--- src/rtl/matrix_mac.sv ---
// matrix_mac: sequential signed matrix multiply / multiply-accumulate.
// Computes prod = A*B (acc_mode=0) or A*B+C (acc_mode=1), one W x W MAC
// per clock, walking k innermost, then j, then i. Each result element is
// saturated to OW bits; any clamp sets the sticky overflow flag.
//
// Handshake: start is a level request that is only sampled in IDLE; the
// cycle after it is sampled, busy is high for exactly M*N*K cycles, then
// done is high (busy low) for exactly one cycle while prod/overflow are
// final. prod/overflow then hold until the next accepted start.
module matrix_mac #(
   parameter int M  = 4,
   parameter int K  = 4,
   parameter int N  = 4,
   parameter int W  = 16,
   parameter int OW = 2*W + $clog2(K) + 1
) (
   input  logic              clk,
   input  logic              rst_n,
   input  logic              start,
   input  logic              acc_mode,
   input  logic [M*K*W-1:0]  op_a,
   input  logic [K*N*W-1:0]  op_b,
   input  logic [M*N*OW-1:0] op_c,
   output logic [M*N*OW-1:0] prod,
   output logic              busy,
   output logic              done,
   output logic              overflow
);

   // Accumulator wide enough to hold C plus K full-scale products.
   localparam int AW = 2*W + $clog2(K) + OW;
   localparam int IW = $clog2(M) + 1;
   localparam int JW = $clog2(N) + 1;
   localparam int KW = $clog2(K) + 1;

   localparam logic [IW-1:0] I_LAST = IW'(M - 1);
   localparam logic [JW-1:0] J_LAST = JW'(N - 1);
   localparam logic [KW-1:0] K_LAST = KW'(K - 1);

   // Saturation bounds of an OW-bit signed element, sign-extended to AW.
   localparam logic signed [AW-1:0] SAT_MAX = {{(AW-OW+1){1'b0}}, {(OW-1){1'b1}}};
   localparam logic signed [AW-1:0] SAT_MIN = {{(AW-OW+1){1'b1}}, {(OW-1){1'b0}}};

   typedef enum logic [1:0] {
      S_IDLE = 2'd0,
      S_MAC  = 2'd1,
      S_DONE = 2'd2
   } state_t;

   state_t              state_q, state_d;
   logic [M*K*W-1:0]    a_q, a_d;
   logic [K*N*W-1:0]    b_q, b_d;
   logic [M*N*OW-1:0]   c_q, c_d;
   logic                acc_mode_q, acc_mode_d;
   logic [IW-1:0]       i_q, i_d;
   logic [JW-1:0]       j_q, j_d;
   logic [KW-1:0]       k_q, k_d;
   logic signed [AW-1:0] acc_q, acc_d;
   logic [M*N*OW-1:0]   prod_q, prod_d;
   logic                ovf_q, ovf_d;

   // Datapath intermediates for the current (i,j,k) step.
   logic signed [W-1:0]    a_el;
   logic signed [W-1:0]    b_el;
   logic [OW-1:0]          c_el;
   logic signed [2*W-1:0]  term;
   logic signed [AW-1:0]   term_ext;
   logic signed [AW-1:0]   c_ext;
   logic signed [AW-1:0]   seed;
   logic signed [AW-1:0]   sum;
   logic [OW-1:0]          sat_val;
   logic                   sat_hit;

   // One MAC step: select operands, seed on k=0, add, and saturate.
   always_comb begin
      a_el     = a_q[(int'(i_q) * K + int'(k_q)) * W +: W];
      b_el     = b_q[(int'(k_q) * N + int'(j_q)) * W +: W];
      c_el     = c_q[(int'(i_q) * N + int'(j_q)) * OW +: OW];
      term     = a_el * b_el;
      term_ext = {{(AW-2*W){term[2*W-1]}}, term};
      c_ext    = {{(AW-OW){c_el[OW-1]}}, c_el};
      if (k_q == '0) begin
         seed = acc_mode_q ? c_ext : '0;
      end else begin
         seed = acc_q;
      end
      sum = seed + term_ext;
      if (sum > SAT_MAX) begin
         sat_val = SAT_MAX[OW-1:0];
         sat_hit = 1'b1;
      end else if (sum < SAT_MIN) begin
         sat_val = SAT_MIN[OW-1:0];
         sat_hit = 1'b1;
      end else begin
         sat_val = sum[OW-1:0];
         sat_hit = 1'b0;
      end
   end

   // Next-state logic: operand latch, loop counters, result writes.
   always_comb begin
      state_d    = state_q;
      a_d        = a_q;
      b_d        = b_q;
      c_d        = c_q;
      acc_mode_d = acc_mode_q;
      i_d        = i_q;
      j_d        = j_q;
      k_d        = k_q;
      acc_d      = acc_q;
      prod_d     = prod_q;
      ovf_d      = ovf_q;
      case (state_q)
         S_IDLE: begin
            if (start) begin
               a_d        = op_a;
               b_d        = op_b;
               c_d        = op_c;
               acc_mode_d = acc_mode;
               i_d        = '0;
               j_d        = '0;
               k_d        = '0;
               acc_d      = '0;
               ovf_d      = 1'b0;
               state_d    = S_MAC;
            end
         end
         S_MAC: begin
            if (k_q == K_LAST) begin
               // Last product of the dot product: commit element (i,j).
               prod_d[(int'(i_q) * N + int'(j_q)) * OW +: OW] = sat_val;
               if (sat_hit) begin
                  ovf_d = 1'b1;
               end
               k_d = '0;
               if (j_q == J_LAST) begin
                  j_d = '0;
                  if (i_q == I_LAST) begin
                     i_d     = '0;
                     state_d = S_DONE;
                  end else begin
                     i_d = i_q + 1'b1;
                  end
               end else begin
                  j_d = j_q + 1'b1;
               end
            end else begin
               acc_d = sum;
               k_d   = k_q + 1'b1;
            end
         end
         S_DONE: begin
            // start is deliberately ignored here; IDLE samples it next.
            state_d = S_IDLE;
         end
         default: begin
            state_d = S_IDLE;
         end
      endcase
   end

   // State and datapath registers; reset aborts any operation in flight.
   always_ff @(posedge clk or negedge rst_n) begin
      if (!rst_n) begin
         state_q    <= S_IDLE;
         a_q        <= '0;
         b_q        <= '0;
         c_q        <= '0;
         acc_mode_q <= 1'b0;
         i_q        <= '0;
         j_q        <= '0;
         k_q        <= '0;
         acc_q      <= '0;
         prod_q     <= '0;
         ovf_q      <= 1'b0;
      end else begin
         state_q    <= state_d;
         a_q        <= a_d;
         b_q        <= b_d;
         c_q        <= c_d;
         acc_mode_q <= acc_mode_d;
         i_q        <= i_d;
         j_q        <= j_d;
         k_q        <= k_d;
         acc_q      <= acc_d;
         prod_q     <= prod_d;
         ovf_q      <= ovf_d;
      end
   end

   assign prod     = prod_q;
   assign overflow = ovf_q;
   assign busy     = (state_q == S_MAC);
   assign done     = (state_q == S_DONE);

endmodule

--- config.mk ---
export PLATFORM = sky130hd
export DESIGN_NAME = matrix_mac
export DESIGN_NICKNAME = d
export VERILOG_FILES = /design/src/rtl/matrix_mac.sv
export SDC_FILE = /design/constraint.sdc
export NUM_CORES = 2
export LEC_CHECK = 0
export CORE_AREA = 5 5 629 631
export DETAILED_ROUTE_END_ITERATION = 6
export DIE_AREA = 0 0 634 636
export GPL_TIMING_DRIVEN = 0
export PLACE_DENSITY = 0.47
export SETUP_SLACK_MARGIN = 0.3
export SYNTH_ARGS = -nofsm -noshare
export SYNTH_HDL_FRONTEND = slang
export SYNTH_SLANG_ARGS = --single-unit
--- constraint.sdc ---
create_clock -name clk -period 32.1 [get_ports clk]
set_clock_uncertainty 0.1 [all_clocks]
set_input_delay 6.42 -clock clk [delete_from_list [all_inputs] [get_ports clk]]
set_output_delay 6.42 -clock clk [all_outputs]
set_load 0.01 [all_outputs]
==> results.md <==
- Root buffer cell: clkbuf_16
- Largest net degree at the start of global routing: 166
- Die area: 403000 um^2
- Achievable Freq: 57.6 MHz
- Initial Utilization: 23.8%
- Area share of the largest cell type after synthesis: 46.4%
- Arr. time, crit path: 18.01 ns
- Number of enable flip-flop cells after synthesis: 0
- Worst-case reg-to-reg path depth: 35
- Worst-Margin Slew: 1.43 ns
- Setup CP Type: register to register
- WHS Path Cells: 2
- Clock sink count: 1714
- Cell mode on critical path: fa_1
- Post-synth top cells: nand2_1 (4080), dfrtp_1 (1714), inv_1 (563)
- Max-slew headroom: 4.43%
- Synth area leaders: dfrtp_1 (46%), nand2_1 (17%), fa_1 (9.7%)
- Synthesis-stage register bit count: 1714
- Fin crit share: 54.0%
- Most frequent cell after synthesis: nand2_1
- Layout fillers: 41077
- Unrepaired setup endpoints after global routing: no
- Drt drc: 4
- Hold Buf Count CTS: 0
- Failing checks: DRC
- TNS Setup: 0 ns
- Critical Path Source Type: register
- Hold Crit Endpoint: b_q[216]
- # Max-Cap Violations: 0
- CP Max Fanout: 26
- R2R Setup Slk: 14.75 ns
- Antenna violations before repair: 133
- CTS tree: yes
- Routed vias/inst: 4.71
- Outcome: complete, but fails checks
- Worst-path clk slew: 0.06 ns
- Reg2reg end: prod[358]
- Hold WC Path Type: register to register
- Vias in the first global route: 81969
- Avg WL per Cell: 30.0 um
- DRT iter0 DRCs: 6777
- Count of cell types in the netlist: 86
- Hold wc startpoint: b_q[216]
- Die extent in y: 636 um
- Synth Flop Type: dfrtp_1
- Yosys top cell by area: dfrtp_1
- Final count of negative-setup-slack endpoints: 0
- Ports: 1639
- Number of port buffers: 1638
- Syn Inst Count: 9651
- Crit path max-delay family: buffers and inverters
- Routability cong.: 0.912
- Core Area: 389000 um^2
- Nets: 13228
- Max incr delay on CP: 1.34 ns
- Max-slew violations: 0
- Worst-case clock buffer depth: 4
- Sequential area share after synthesis: 46.4%
- Post-CTS resize count: 0
- Synthesized cell area: 92300 um^2
- Cts bufs inserted: 209
- DR pass1 iterations: 7
- Post-synth net total: 11357
- HPWL Detailed: 414000 um
- R2r startpoint: k_q[0]
- Buf+Inv Stages, Crit Path: 12
- H-tree levels: 4
- GRT Resource Usage Total: 24.6%
- Worst Path Required: 32.76 ns
- Number of failing hold endpoints at the final stage: 0
- Post-DRT Antenna Nets: 0
- Syn Area/Cell: 9.57 um^2
- Yosys warns: 0
- Slowest CP cell: fa_1
- Area Overhead vs Synth: 33.4%
- Drt total wl: 509000 um
- Clock Latency Late Sink: 0.94 ns
- Min Tclk post-route: 17.35 ns
- Die X: 634 um
- Congestion Overflow GR: 0
- Vias: 79974
- First-pass GRT wire length: 689000 um
- Setup repair bufs after CTS: 0
- CP Capture Type: register
- Cell Rows: 229
- Async S/R FF share, synth: 100%
- Share of cells above drive strength 1: 7.21%
==> worst max path at each step <==
stage	start	to	slack (ns)	cells past startpoint
after global routing	j_q[2]	prod[358]	14.02	36
final	k_q[0]	prod[358]	14.75	35
after CTS	k_q[0]	prod[360]	14.61	35
after global placement	rst_n	c_q[323]	-62.34	1
after floorplan	j_q[0]	prod[298]	20.35	37
after detailed placement	k_q[0]	prod[377]	14.71	35
==> state kept, by name, indices dropped and copies added, names as in the netlist <==
register / count
prod: 560
i_q: 3
a_q: 256
state_q: 2
c_q: 560
k_q: 3
b_q: 256
overflow: 1
j_q: 3
acc_mode_q: 1
acc_q: 69
==> logic make-up after synthesis <==
kind of cell / Yosys count / share of synthesized area, %
fa+ha+maj: 630 / 12.2
xor+xnor: 58 / 0.550
mux: 348 / 8.23
compound gates: 989 / 7.53
flops: 1714 / 46.4
simple gates: 4692 / 19.9
buf+inv: 1220 / 5.21
==> area by class of cell <==
cell class | instances | area (um^2) | area share [%]
Multi-Input combinational cell | 6717 | 44700 | 36.3
Sequential cell | 1714 | 42900 | 34.8
Timing Repair Buffer | 1660 | 16900 | 13.7
Tap cell | 5197 | 6500 | 5.28
Clock buffer | 305 | 6050 | 4.91
Buffer | 656 | 2730 | 2.21
Inverter | 564 | 2120 | 1.72
Clock inverter | 77 | 1150 | 0.931
Antenna cell | 83 | 208 | 0.169
==> tightest hold or removal path, delay by kind of cell, from the launching register on <==
kind,cells,cell delay [ns]
DFF,1,0.34
and+or+nand+nor,2,0.10
==> layer usage <==
layer	GRT usage, %	part of all wire [%]
met2	43.9	51
met5	0	0.049
met1	28.1	37
met3	4.48	6.1
met4	11.9	5.8
==> placed cells by master, fill, tap and decap left out, drive strengths merged, types with 83 or more instances in the layout <==
master,n
nand2,4086
dfrtp,1714
clkdlybuf4s50,1637
clkbuf,839
inv,570
o211ai,534
fa,447
nor2,341
mux4,328
ha,183
o21ai,156
buf,145
a21oi,116
diode,83
==> metrics by stage <==
stage | hold WS (ns) | cell area (um^2) | util (%) | setup slack, ns | cells
finish | 0.369 | 123000 | 31.7 | 14.75 | 16973
global route | 0.383 | 123000 | 31.7 | 14.02 | 16953
CTS | 0.371 | 123000 | 31.7 | 14.61 | 16890
detailed placement | 0.357 | 116000 | 29.8 | 14.71 | 16508
global placement | 0.352 | 115000 | 29.7 | -62.34 | 16486
floorplan | 0.340 | 92300 | - | 20.35 | 9651
Power is not shown: default switching activity piles up to over one toggle a cycle in this logic, so the estimate is an artifact.
